`config.mk`:
```
export PLATFORM = sky130hd
export DESIGN_NAME = alu_arbiter
export DESIGN_NICKNAME = d
export VERILOG_FILES = /design/src/rtl/alu_arb_pkg.sv /design/src/rtl/rr_arb2.sv /design/src/rtl/alu_arbiter.sv
export SDC_FILE = /design/constraint.sdc
export NUM_CORES = 1
export LEC_CHECK = 0
export CAP_MARGIN = 20
export CORE_ASPECT_RATIO = 0.6
export CORE_MARGIN = 3
export CORE_UTILIZATION = 41
export DETAILED_ROUTE_END_ITERATION = 12
export PLACE_DENSITY = 0.95
export REMOVE_ABC_BUFFERS = 1
export SLEW_MARGIN = 40
export SYNTH_ARGS = -nofsm -noshare
export SYNTH_HDL_FRONTEND = slang
export SYNTH_SLANG_ARGS = --single-unit
export TNS_END_PERCENT = 5
```
`constraint.sdc`:
```
create_clock -name clk -period 9.4 [get_ports clk]
set_clock_uncertainty 0.05 [all_clocks]
set_input_delay 2.35 -clock clk [delete_from_list [all_inputs] [get_ports clk]]
set_output_delay 2.35 -clock clk [all_outputs]
set_load 0.05 [all_outputs]
```
`src/rtl/alu_arb_pkg.sv`:
```
// Shared types for the ALU arbiter: FSM states and ALU op codes.
// Also holds the rule for when the ALU carry flag is meaningful.
package alu_arb_pkg;

  typedef enum logic [1:0] {
    ST_IDLE = 2'd0,
    ST_EXEC = 2'd1,
    ST_RESP = 2'd2
  } state_t;

  localparam logic [2:0] OP_ADD  = 3'd0;
  localparam logic [2:0] OP_COMP = 3'd1;
  localparam logic [2:0] OP_SL   = 3'd2;
  localparam logic [2:0] OP_SRL  = 3'd3;
  localparam logic [2:0] OP_SRA  = 3'd4;
  localparam logic [2:0] OP_DIFF = 3'd5;
  localparam logic [2:0] OP_AND  = 3'd6;
  localparam logic [2:0] OP_XOR  = 3'd7;

  // The ALU only refreshes carry on add; otherwise it is stale.
  function automatic logic carry_live(logic [2:0] op);
    return op == OP_ADD;
  endfunction

endpackage

```
`src/rtl/rr_arb2.sv`:
```
// Two-way round-robin grant with last-grant pointer.
// Ports: en gates granting, req in, gnt one-hot out, gnt_id = gnt[1].
module rr_arb2 (
  input  logic       clk,
  input  logic       rst,
  input  logic       en,
  input  logic [1:0] req,
  output logic [1:0] gnt,
  output logic       gnt_id
);

  logic last;

  always_comb begin
    gnt = '0;
    if (en) begin
      unique case (1'b1)
        (req[0] && !req[1]): gnt = 2'b01;
        (!req[0] && req[1]): gnt = 2'b10;
        (req[0] && req[1]):  gnt = last ? 2'b01 : 2'b10;
        default:             gnt = '0;
      endcase
    end
  end

  assign gnt_id = gnt[1];

  // Reset value 1 lets req0 win the first tie.
  always_ff @(posedge clk or posedge rst) begin
    if (rst) begin
      last <= 1'b1;
    end else if (|gnt) begin
      last <= gnt_id;
    end
  end

endmodule

```
`src/rtl/alu_arbiter.sv`:
```
// Shares one external ALU between two requesters, one op in flight.
// Ports: reqN_* request handshakes, respN_* result handshakes, alu_* ALU link.
module alu_arbiter
  import alu_arb_pkg::*;
#(
  parameter int WIDTH = 32
) (
  input  logic             clk,
  input  logic             rst,
  input  logic             req0_valid,
  output logic             req0_ready,
  input  logic [WIDTH-1:0] req0_a,
  input  logic [WIDTH-1:0] req0_b,
  input  logic [2:0]       req0_op,
  input  logic             req1_valid,
  output logic             req1_ready,
  input  logic [WIDTH-1:0] req1_a,
  input  logic [WIDTH-1:0] req1_b,
  input  logic [2:0]       req1_op,
  output logic             resp0_valid,
  input  logic             resp0_ready,
  output logic             resp1_valid,
  input  logic             resp1_ready,
  output logic [WIDTH-1:0] resp_data,
  output logic             resp_zero,
  output logic             resp_msb,
  output logic             resp_carry,
  output logic [WIDTH-1:0] alu_in1,
  output logic [WIDTH-1:0] alu_in2,
  output logic [2:0]       alu_ctrl,
  input  logic [WIDTH-1:0] alu_out,
  input  logic             alu_zero,
  input  logic             alu_msb,
  input  logic             alu_carry
);

  state_t           state;
  logic [WIDTH-1:0] a_q;
  logic [WIDTH-1:0] b_q;
  logic [2:0]       op_q;
  logic             id_q;
  logic [WIDTH-1:0] res_q;
  logic             zero_q;
  logic             msb_q;
  logic             carry_q;
  logic [1:0]       gnt;
  logic             gnt_id;
  logic             arb_en;
  logic             resp_done;

  // rst gating keeps ready low while reset is held.
  assign arb_en = (state == ST_IDLE) && !rst;

  rr_arb2 u_arb (
    .clk    (clk),
    .rst    (rst),
    .en     (arb_en),
    .req    ({req1_valid, req0_valid}),
    .gnt    (gnt),
    .gnt_id (gnt_id)
  );

  assign req0_ready = gnt[0];
  assign req1_ready = gnt[1];

  assign resp0_valid = (state == ST_RESP) && !id_q;
  assign resp1_valid = (state == ST_RESP) && id_q;

  // Only the granted requester's ready closes the response.
  assign resp_done = id_q ? resp1_ready : resp0_ready;

  assign alu_in1  = a_q;
  assign alu_in2  = b_q;
  assign alu_ctrl = op_q;

  assign resp_data  = res_q;
  assign resp_zero  = zero_q;
  assign resp_msb   = msb_q;
  assign resp_carry = carry_q;

  always_ff @(posedge clk or posedge rst) begin
    if (rst) begin
      state   <= ST_IDLE;
      a_q     <= '0;
      b_q     <= '0;
      op_q    <= '0;
      id_q    <= 1'b0;
      res_q   <= '0;
      zero_q  <= 1'b0;
      msb_q   <= 1'b0;
      carry_q <= 1'b0;
    end else begin
      unique case (state)
        ST_IDLE: begin
          if (|gnt) begin
            a_q   <= gnt_id ? req1_a : req0_a;
            b_q   <= gnt_id ? req1_b : req0_b;
            op_q  <= gnt_id ? req1_op : req0_op;
            id_q  <= gnt_id;
            state <= ST_EXEC;
          end
        end
        ST_EXEC: begin
          res_q   <= alu_out;
          zero_q  <= alu_zero;
          msb_q   <= alu_msb;
          carry_q <= alu_carry & carry_live(op_q);
          state   <= ST_RESP;
        end
        ST_RESP: begin
          if (resp_done) begin
            state <= ST_IDLE;
          end
        end
        default: state <= ST_IDLE;
      endcase
    end
  end

endmodule

```
# After elaboration in Yosys (flattened, before gate mapping)
# Index checks and enable logic that the tools add are counted.
[totals] reg_bits=106 input_bits=175 out_inout_bits=106 word_cells=40
[classes] eq_ne=4 muxes=10 bitwise_logic=1 n_reduce_logical=15
[ops] operator="two-way mux 32 bit" n=2
[ops] operator="one-hot mux 2 bit (3 select lines)" n=2
[ops] operator="two-way mux 2 bit" n=4
[ops] operator="logical AND 1 bit" n=6
[ops] operator="zero test 1 bit" n=4
[ops] operator="AND reduction 2 bit" n=2
[ops] operator="zero test 3 bit" n=1
[ops] operator="two-way mux 3 bit" n=1
[ops] operator="equality test 2 x 1 -> 1 bit (second input constant)" n=1
[ops] operator="equality test 2 bit (second input constant)" n=1
[ops] operator="zero test 2 bit" n=1
[ops] operator="inequality test 2 x 1 -> 1 bit (second input constant)" n=1
[ops] operator="inequality test 2 bit (second input constant)" n=1
[ops] operator="OR reduction 2 bit" n=1
[ops] operator="AND 1 bit" n=1
[ops] operator="two-way mux 1 bit" n=1

# Logic depth before layout (Yosys ltp)
# Gate-level depths: netlist (run 1).
[depth] ltp_word=7 depth_mapped=7 depth_no_buf=3

# By module
# From an unflattened synthesis (run 1), not the netlist that was laid out.
[unflattened] cells_unflattened=317 hier_area_um2=4973.5
[by_module_without_submodules] mod="alu_arbiter" n_inst=1 cells_per_inst=307 area_per_inst_um2=4899.7 seq_area_each_um2=2627.5
[by_module_without_submodules] mod="rr_arb2" n_inst=1 cells_per_inst=10 area_per_inst_um2=73.8 seq_area_each_um2=26.3

# Least setup slack after synthesis (run 1)
# OpenSTA, ideal clock, no wires.
[synth_timing] path_kind="input port to output port" startpoint="in rst" endpoint="out req1_ready" t_arrival_ns=3.614 t_required_ns=7.000 slack_ns=3.386 path_stages=3 n_path_buf=1 cell_sequence="or3_1 -> buf_2 -> nor2_1"
[synth_via] elab_chain_len=3
[synth_rtl] element="from (decl)" line="alu_arbiter.sv:9" rtl="input logic rst,"
[synth_rtl] element="zero test 1 bit (no line)"
[synth_rtl] element="logical AND 1 bit" line="alu_arbiter.sv:52" rtl="assign arb_en = (state == ST_IDLE) && !rst;"
[synth_rtl] element="two-way mux 2 bit" line="rr_arb2.sv:16" rtl="if (en) begin"
[synth_rtl] element="to (decl)" line="alu_arbiter.sv:16" rtl="output logic req1_ready,"
# No other way between the ends.

# Worst setup path in the final report (run 1)
# Ends and elaborated chain as after synthesis.

==> metrics.yaml, run 1 <==
drv_cap: 0
r2r_start: "state[0]"
grt_remaining_overflow: 0
ctsHoldBuffers: 0
clockBufferDepth: 2
tritoncts: "built"
crit_end_category: "output port"
fp.dieH_microns: 90.3
cts.root.buffer_cell: "sky130_fd_sc_hd__clkbuf_16"
endpoint: "req1_ready"
dominantRegCellSynth: "sky130_fd_sc_hd__dfrtp_1"
remaining_drc_errors: 0
insertion_delay_ns: 0.34
vias_in_the_first_global_route: 5236
placement.cell_area_sq_um: 7690
synthDistinctLibCells: 24
post-synth-top-count-cell: "sky130_fd_sc_hd__dfrtp_1"
yosysWarningCount: 0
post_route_cells_drive_above_1_share: 0.0887
cts_sinks: 106
antennaDiodeCount: 0
grt_usage: 0.257
yosys-top-cells-count: "105 x sky130_fd_sc_hd__dfrtp_1, 68 x sky130_fd_sc_hd__nand3_1, 67 x sky130_fd_sc_hd__a21oi_1, 67 x sky130_fd_sc_hd__a31oi_1, 67 x sky130_fd_sc_hd__o21ai_0"
horizontal_die_dimension_microns: 146
clock_tree.htree_level_count: 3
crit-reg2reg-capture: "alu_in1[24]"
wl_per_cell_microns: 19.3
vias_per_cell: 5.64
critical_path.max_fanout: 68
total_cts_buffers: 9
layout.cell_area.non_filler_sq_um: 7990
fin_nets: 903
largest_voltage_drop_on_the_vdd_net_v: 0.000224
core_footprint_sq_um: 11400
cts_setup_buffers: 0
synth_enable_flop_cells: 0
fin_worst_hold_slack_ns: 0.451
report.final.slew_viol_count: 0
fin_setup_tns_ns: 0
synth.ff_latch_count: 106
required_ns: 7.00
dp_hpwl_microns: 12100
critical_path.slowest_cell: "sky130_fd_sc_hd__clkdlybuf4s50_1"
drt_pass1_iterations: 5
ios: 281
initial_core_util: 0.425
async_flop_share: 1.00
cp_common_cell: "sky130_fd_sc_hd__clkdlybuf4s50_1"
setup_violations: 0
final_antenna_net_count: 0
place_congestion: 0.799
fill_cells: 838
rr_worst_depth: 5
ys_seq_area_frac: 0.547
max-slew-margin-rel: 0.450
buffer_ports.inserted: 280
fmaxAchievable_ghz: 0.141
layout_min_cycle_time_ns: 7.08
worst_path_largest_cell_delay_ns: 0.87
num_rows: 30
cts.clk_slew.worst_paths_ns: 0.08
portion_of_the_clock_cycle_consumed_by_the_worst_path_in_the_final_layout: 0.754
yosys.area.top_type: "sky130_fd_sc_hd__dfrtp_1"
netlist_top_cells_area: "sky130_fd_sc_hd__dfrtp_1 54%, sky130_fd_sc_hd__a31oi_1 8.6%, sky130_fd_sc_hd__mux2_2 8.1%"
final-hold-violation-count: 0
grt_start_max_net_pins: 81
synth_largest_type_area_fraction: 0.541
syn_area_per_cell_sq_um: 9.99
initialDrtViolationCount: 268
synthCells: 486
worstSetupStartpointType: "primary input"
totalWireLength_microns: 17200
timing.critical_path.arrival_ns: 4.68
global_route_wire_length_before_repair_microns: 27700
power-per-cell-area_nw_per_um2: 374
worstMarginPinSlew_ns: 0.822
rsz0062_at_grt: "false"
worstSetupPathType: "in -> out"
cts-resized-gates: 0
reg2reg_setup_slack_ns: 7.01
timing.critical_path.cells: "clkdlybuf4s50_1, or3_4, nor2_1, clkdlybuf4s50_1"
placedCellCount: 877
fp.dieArea_sq_um: 13200
stdcell_count: 893
areaGrowthSynthToFinish_pct: 64.6
synthesis.area_sq_um: 4850
dr_total_vias: 5034
timing.critical_path.from: "rst"
power.leakage_nw: 3.01
worst_hold_path_type: "reg -> reg"
antenna_found_initial: 0
status: "finished clean"
power by group:
| part | switching, mW | total, mW | internal (mW) |
|---|---|---|---|
| logic | 1.18 | 1.79 | 0.606 |
| registers | 0.134 | 0.815 | 0.681 |
| clock network | 0.176 | 0.386 | 0.210 |
| total | 1.49 | 2.99 | 1.50 |
flip-flops by register name, indices dropped and copies added, names as in the netlist:
name / flops
resp_msb: 1
state: 2
u_arb.last: 1
alu_in1: 32
resp_zero: 1
resp_data: 32
resp_carry: 1
alu_in2: 32
alu_ctrl: 3
id_q: 1
critical path, delay by kind of cell:
kind | cells | cell delay (ns)
simple gates | 2 | 0.94
buf+inv | 2 | 1.39
layout make-up:
cell class,count,area [sq um],area share
Sequential cell,106,2650,0.332
Inverter,3,13.8,0.00172
Multi-Input combinational cell,322,1970,0.247
Clock buffer,10,229,0.0287
Tap cell,160,200,0.0251
Timing Repair Buffer,286,2850,0.357
Clock inverter,6,71.3,0.00893
stage by stage:
step	utilization	total power [mW]	worst slack, ns
detailed placement	0.674	2.61	2.32
floorplan	-	1.93	1.56
finish	0.700	2.99	2.32
global placement	0.673	2.55	2.05
CTS	0.700	3.00	2.30
global route	0.700	3.12	2.20
how the worst min path moves through the flow:
| stage | slack [ns] | end | startpoint | cells past startpoint |
|---|---|---|---|---|
| after floorplan | 0.45 | id_q | id_q | 1 |
| after global placement | 0.41 | resp_carry | resp_carry | 2 |
| after detailed placement | 0.44 | resp_carry | resp_carry | 2 |
| after CTS | 0.46 | resp_carry | resp_carry | 2 |
| after global routing | 0.48 | resp_data[12] | resp_data[12] | 1 |
| final | 0.45 | resp_carry | resp_carry | 2 |
logic make-up after synthesis:
kind of cell | Yosys count | share of synthesized area
compound gates | 207 | 0.233
flops | 106 | 0.547
simple gates | 80 | 0.0864
buf+inv | 58 | 0.0523
mux | 35 | 0.0812
layout by cell type, fill, tap and decap left out, drive strengths merged:
cell type / instances
a21bo: 1
a21boi: 1
a21o: 2
a21oi: 67
a31oi: 67
and2: 1
buf: 6
bufinv: 1
clkbuf: 10
clkdlybuf4s50: 280
clkinv: 1
clkinvlp: 1
dfrtp: 105
dfstp: 1
inv: 6
mux2: 35
nand2: 1
nand2b: 3
nand3: 68
nor2: 3
nor3: 1
o21ai: 69
or2: 1
or3: 1
or4b: 1
per-layer routing:
layer	part of all wire	up-vias	global-route usage
met5	0	-	0
met4	0.021	0	0.0798
met3	0.092	29	0.0787
met2	0.49	276	0.437
met1	0.40	2437	0.315
li1	-	2292	-
Note: power is estimated with default switching activity, not from simulation.
==> inputs of run 2 (changes only) <==
Settings changed: CORE_UTILIZATION 41 to 38, PLACE_DENSITY 0.95 to 0.9.
Clock period 9.4 ns to 6.81 ns, I/O delays scaled along.
==> run 2 against run 1 <==
Net effect:
- final cell count rose by 0.67%
- sequential cell count did not move
- register-to-register slack got worse by 2.7 ns
- largest cell class unchanged
- largest power group unchanged
==> metrics.yaml, run 2 (same netlist as run 1, synthesis figures left out) <==
timing.critical_path.max_delay_family: "buffers and inverters"
reg2reg_setup_slack_ns: 4.33  # -2.68 ns
fp.dieArea_sq_um: 14200  # +7.5%
worstMarginPinSlew_ns: 0.777  # -0.0458 ns
num_rows: 31  # +3.3%
crit_end_category: "output port"
fp.dieH_microns: 93.5  # +3.6%
final-hold-violation-count: 0  # unchanged
report.final.slew_viol_count: 0  # unchanged
required_ns: 5.06  # -1.94 ns
cts_setup_buffers: 0  # unchanged
cts-resized-gates: 0  # unchanged
fin_setup_tns_ns: 0  # unchanged
worstSetupPathType: "in -> out"
stdcell_count: 899  # +0.67%
fin_nets: 906  # +0.33%
r2r_start: "state[0]"
placedCellCount: 884  # +0.80%
total_cts_buffers: 9  # unchanged
largest_voltage_drop_on_the_vdd_net_v: 0.000318  # +42%
final_antenna_net_count: 0  # unchanged
initial_core_util: 0.396  # -0.0294
power.leakage_nw: 3.03  # +0.59%
grt_remaining_overflow: 0  # unchanged
grt_start_max_net_pins: 79  # -2.5%
max-slew-margin-rel: 0.482  # +0.0319
clockBufferDepth: 2  # unchanged
ctsHoldBuffers: 0  # unchanged
core_footprint_sq_um: 12300  # +7.4%
layout.cell_area.non_filler_sq_um: 8020  # +0.42%
cts_sinks: 106  # unchanged
critical_path.slowest_cell: "sky130_fd_sc_hd__clkdlybuf4s50_1"
endpoint: "req1_ready"
setup_violations: 0  # unchanged
vias_in_the_first_global_route: 5035  # -3.8%
horizontal_die_dimension_microns: 152  # +3.7%
status: "finished clean"
portion_of_the_clock_cycle_consumed_by_the_worst_path_in_the_final_layout: 0.808
insertion_delay_ns: 0.33  # about the same
place_congestion: 0.841  # +5.2%
global_route_wire_length_before_repair_microns: 27200  # -1.6%
drv_cap: 0  # unchanged
tritoncts: "built"
initialDrtViolationCount: 351  # +31%
worstSetupPathDepth: 4  # unchanged
timing.critical_path.cells: "clkdlybuf4s50_1, or3_2, nor2_1, clkdlybuf4s50_1"
layout_min_cycle_time_ns: 5.50
grt_usage: 0.236  # -0.0212
dp_hpwl_microns: 12100  # +0.60%
mostFrequentLayoutCell: "sky130_fd_sc_hd__clkdlybuf4s50_1"
timing.critical_path.from: "rst"
wl_per_cell_microns: 19.1  # -0.99%
cts.clk_slew.worst_paths_ns: 0.07  # about the same
worst_path_largest_cell_delay_ns: 0.84  # -0.03 ns
worst_hold_path_type: "reg -> reg"
totalPowerFinal_mw: 4.14  # +39%
rr_worst_depth: 5  # unchanged
fmaxAchievable_ghz: 0.182
post_route_cells_drive_above_1_share: 0.0899  # +0.00124
timing.critical_path.arrival_ns: 3.75  # -0.93 ns
critical_path.max_fanout: 3  # -96%
placement.cell_area_sq_um: 7700  # +0.15%
rsz0062_at_grt: "false"
totalWireLength_microns: 17200  # -0.32%
cp_num_buf_inv: 2  # unchanged
antennaDiodeCount: 0  # unchanged
clock_tree.htree_level_count: 3  # unchanged
crit-reg2reg-capture: "alu_in1[14]"
vias_per_cell: 5.53  # -1.9%
layout.cells.most_common_list: "280 x sky130_fd_sc_hd__clkdlybuf4s50_1, 105 x sky130_fd_sc_hd__dfrtp_1, 68 x sky130_fd_sc_hd__nand3_1"
buffer_ports.inserted: 280  # unchanged
cts.root.buffer_cell: "sky130_fd_sc_hd__clkbuf_16"
ios: 281  # unchanged
areaGrowthSynthToFinish_pct: 65.3
antenna_found_initial: 0  # unchanged
remaining_drc_errors: 0  # unchanged
cp_common_cell: "sky130_fd_sc_hd__clkdlybuf4s50_1"
drt_pass1_iterations: 5  # unchanged
dr_total_vias: 4971  # -1.3%
worstSetupStartpointType: "primary input"
power-per-cell-area_nw_per_um2: 516  # +38%
-- run 2: worst min path at each step --
stage	from	endpoint	cells past startpoint
2_1_floorplan	id_q	id_q	1
6_report	resp_data[24]	resp_data[24]	1
4_1_cts	resp_data[24]	resp_data[24]	1
3_5_place_dp	resp_data[24]	resp_data[24]	1
3_3_place_gp	resp_carry	resp_carry	2
5_1_grt	resp_data[21]	resp_data[21]	1
-- run 2: per-stage QoR --
stage / utilization / hold WS, ns / setup slack [ns]
final: 0.655 / 0.458 / 1.31
after global routing: 0.655 / 0.464 / 1.24
after CTS: 0.653 / 0.458 / 1.31
after detailed placement: 0.628 / 0.443 / 1.31
after global placement: 0.628 / 0.418 / 1.36
after floorplan: - / 0.453 / 0.268
-- run 2: layer usage --
metal,up-vias,wire [microns],track usage
met4,0,229,0.0509
li1,2288,-,-
met1,2402,7030,0.297
met3,21,1500,0.0726
met2,260,8430,0.404
met5,-,0,0
-- run 2: report_power, final --
part / total (mW) / switching, mW / internal [mW]
Combinational: 2.47 / 1.63 / 0.838
Sequential: 1.13 / 0.190 / 0.940
Clock: 0.545 / 0.224 / 0.321
-- run 2: area by class of cell --
class                      count  area [sq um]
clock buffer                  10           229
clock inverter                 4          77.6
fill                         951          4230
inverter                       3          13.8
multi-input combinational    322          1960
sequential                   106          2650
tap                          165           206
timing repair buffer         289          2880
==> inputs of run 3 (changes only) <==
Clock period 6.81 ns to 5.7 ns, I/O delays scaled along.
==> run 3 against run 2 <==
Net effect:
- final cell count rose by 0.33%
- sequential share of layout area fell by 0.087 points
- register-to-register slack got worse by 1.1 ns
- worst hold slack barely moved
- combinational power rose by 19%
==> metrics.yaml, run 3 (same netlist as run 1, synthesis figures left out) <==
remaining_drc_errors: 0  # unchanged
dp_hpwl_microns: 12300  # +1.0%
final_core_utilization: 0.656  # +0.00174
comb_power_share: 0.596  # about the same
cellInternalPower_mw: 2.48  # +18%
timing.critical_path.cells: "clkdlybuf4s50_1, or3_2, buf_4, nor2_1, buf_4"
r2r_start: "state[1]"
cp_common_cell: "sky130_fd_sc_hd__buf_4"
final-hold-violation-count: 0  # unchanged
status: "finished clean"
fin_nets: 907  # +0.11%
sequentialPowerShare: 0.272  # about the same
place_congestion: 0.793  # -5.6%
horizontal_die_dimension_microns: 152  # unchanged
vias_in_the_first_global_route: 5033  # -0.040%
reg2reg_setup_slack_ns: 3.27  # -1.06 ns
grt_remaining_overflow: 0  # unchanged
worst_hold_path_type: "reg -> reg"
fmaxAchievable_ghz: 0.211
fin_worst_hold_slack_ns: 0.458  # +0.000289 ns
mostFrequentLayoutCell: "sky130_fd_sc_hd__clkdlybuf4s50_1"
pre_cts_slack_ns: 0.997  # -0.313 ns
crit-reg2reg-capture: "alu_in1[22]"
cts-resized-gates: 0  # unchanged
areaGrowthSynthToFinish_pct: 65.8
worstMarginPinSlew_ns: 0.742  # -0.0347 ns
min_path_cells: 2  # +1
power.leakage_nw: 3.04  # +0.46%
worstSetupPathType: "in -> out"
report.final.slew_viol_count: 0  # unchanged
ios: 281  # unchanged
cts.clk_slew.worst_paths_ns: 0.08  # about the same
sw_frac_of_total: 0.498  # +0.00528
timing.hold.worst_endpoint: "resp_carry"
fin_setup_tns_ns: 0  # unchanged
antenna_found_initial: 0  # unchanged
timing.final.ws_setup_ns: 0.956  # -0.352 ns
clock_tree.htree_level_count: 3  # unchanged
cts_setup_buffers: 0  # unchanged
cts.root.buffer_cell: "sky130_fd_sc_hd__clkbuf_16"
wl_per_cell_microns: 18.9  # -1.4%
worst_path_largest_cell_delay_ns: 0.53  # -0.31 ns
timing.critical_path.arrival_ns: 3.27  # -0.48 ns
final_antenna_net_count: 0  # unchanged
power-per-cell-area_nw_per_um2: 615  # +19%
fp.dieArea_sq_um: 14200  # unchanged
rsz0062_at_grt: "false"
setup_violations: 0  # unchanged
clockBufferDepth: 2  # unchanged
core_footprint_sq_um: 12300  # unchanged
required_ns: 4.22  # -0.84 ns
buffer_ports.inserted: 280  # unchanged
total_cts_buffers: 9  # unchanged
hold_path_startpoint: "resp_carry"
drt_pass1_iterations: 5  # unchanged
portion_of_the_clock_cycle_consumed_by_the_worst_path_in_the_final_layout: 0.832
num_rows: 31  # unchanged
cts_sinks: 106  # unchanged
p_switching_mw: 2.47  # +21%
layout.cells.most_common_list: "279 x sky130_fd_sc_hd__clkdlybuf4s50_1, 105 x sky130_fd_sc_hd__dfrtp_1, 68 x sky130_fd_sc_hd__nand3_1"
largest_voltage_drop_on_the_vdd_net_v: 0.000432  # +36%
initialDrtViolationCount: 331  # -5.7%
dr_total_vias: 5028  # +1.1%
crit_end_category: "output port"
power.share.clock: 0.132  # about the same
initial_core_util: 0.396  # unchanged
drv_cap: 0  # unchanged
ctsHoldBuffers: 0  # unchanged
fp.dieH_microns: 93.5  # unchanged
critical_path.max_fanout: 68  # +65
layout_min_cycle_time_ns: 4.74
tritoncts: "built"
post_route_cells_drive_above_1_share: 0.0963  # +0.00642
layout.cell_area.non_filler_sq_um: 8050  # +0.27%
totalWireLength_microns: 17000  # -1.0%
global_route_wire_length_before_repair_microns: 26900  # -1.1%
rr_worst_depth: 5  # unchanged
insertion_delay_ns: 0.33  # about the same
critical_path.slowest_cell: "sky130_fd_sc_hd__clkdlybuf4s50_1"
grt_usage: 0.232  # -0.00344
worstSetupStartpointType: "primary input"
placement.cell_area_sq_um: 7720  # +0.36%
vias_per_cell: 5.57  # +0.81%
grt_start_max_net_pins: 75  # -5.1%
antennaDiodeCount: 0  # unchanged
max-slew-margin-rel: 0.505  # +0.0231
run 3: cell count changes in the layout (fill, tap and decap cells not counted), sizes merged:
cell and delta:
clkbuf -1, clkinv +1, clkdlybuf4s50 -1, inv +3
bufinv -1, buf +2
run 3: power groups by stage:
| stage | clock network (mW) | logic, mW | registers, mW |
|---|---|---|---|
| 2_1_floorplan | 0 | 0.608 | 2.57 |
| 3_3_place_gp | 0 | 2.90 | 1.33 |
| 3_5_place_dp | 0 | 2.96 | 1.35 |
| 4_1_cts | 0.670 | 2.96 | 1.34 |
| 5_1_grt | 0.706 | 3.08 | 1.39 |
| 6_report | 0.654 | 2.95 | 1.35 |
run 3: metal layers:
layer,GRT usage,vias up,routed length (microns)
li1,-,2293,-
met2,0.397,261,8330
met3,0.0795,22,1570
met1,0.286,2452,6780
met5,0,-,0
met4,0.0561,0,336
run 3: final cells by class:
| cell class | count | area, sq um |
|---|---|---|
| inverter | 3 | 16.3 |
| tap | 165 | 206 |
| timing repair buffer | 290 | 2890 |
| fill | 945 | 4210 |
| clock buffer | 9 | 225 |
| clock inverter | 7 | 92.6 |
| multi-input combinational | 322 | 1960 |
| sequential | 106 | 2650 |
run 3: worst max-delay path by stage:
stage	startpoint	to	slack, ns	cells past startpoint
4_1_cts	rst	req1_ready	1.0	5
2_1_floorplan	rst	req0_ready	-0.29	3
5_1_grt	rst	req1_ready	0.87	5
3_3_place_gp	rst	req1_ready	1.05	5
6_report	rst	req1_ready	0.96	5
3_5_place_dp	rst	req1_ready	1.0	5
run 3: metrics by stage:
| step | total power [mW] | std cells |
|---|---|---|
| floorplan | 3.18 | 431 |
| global placement | 4.22 | 884 |
| detailed placement | 4.31 | 886 |
| CTS | 4.98 | 902 |
| global route | 5.17 | 902 |
| finish | 4.95 | 902 |
run 3: critical path, delay by kind of cell:
kind                   cells  cell delay [ns]
buffers and inverters      3             1.10
AND/OR/NAND/NOR            2             0.73
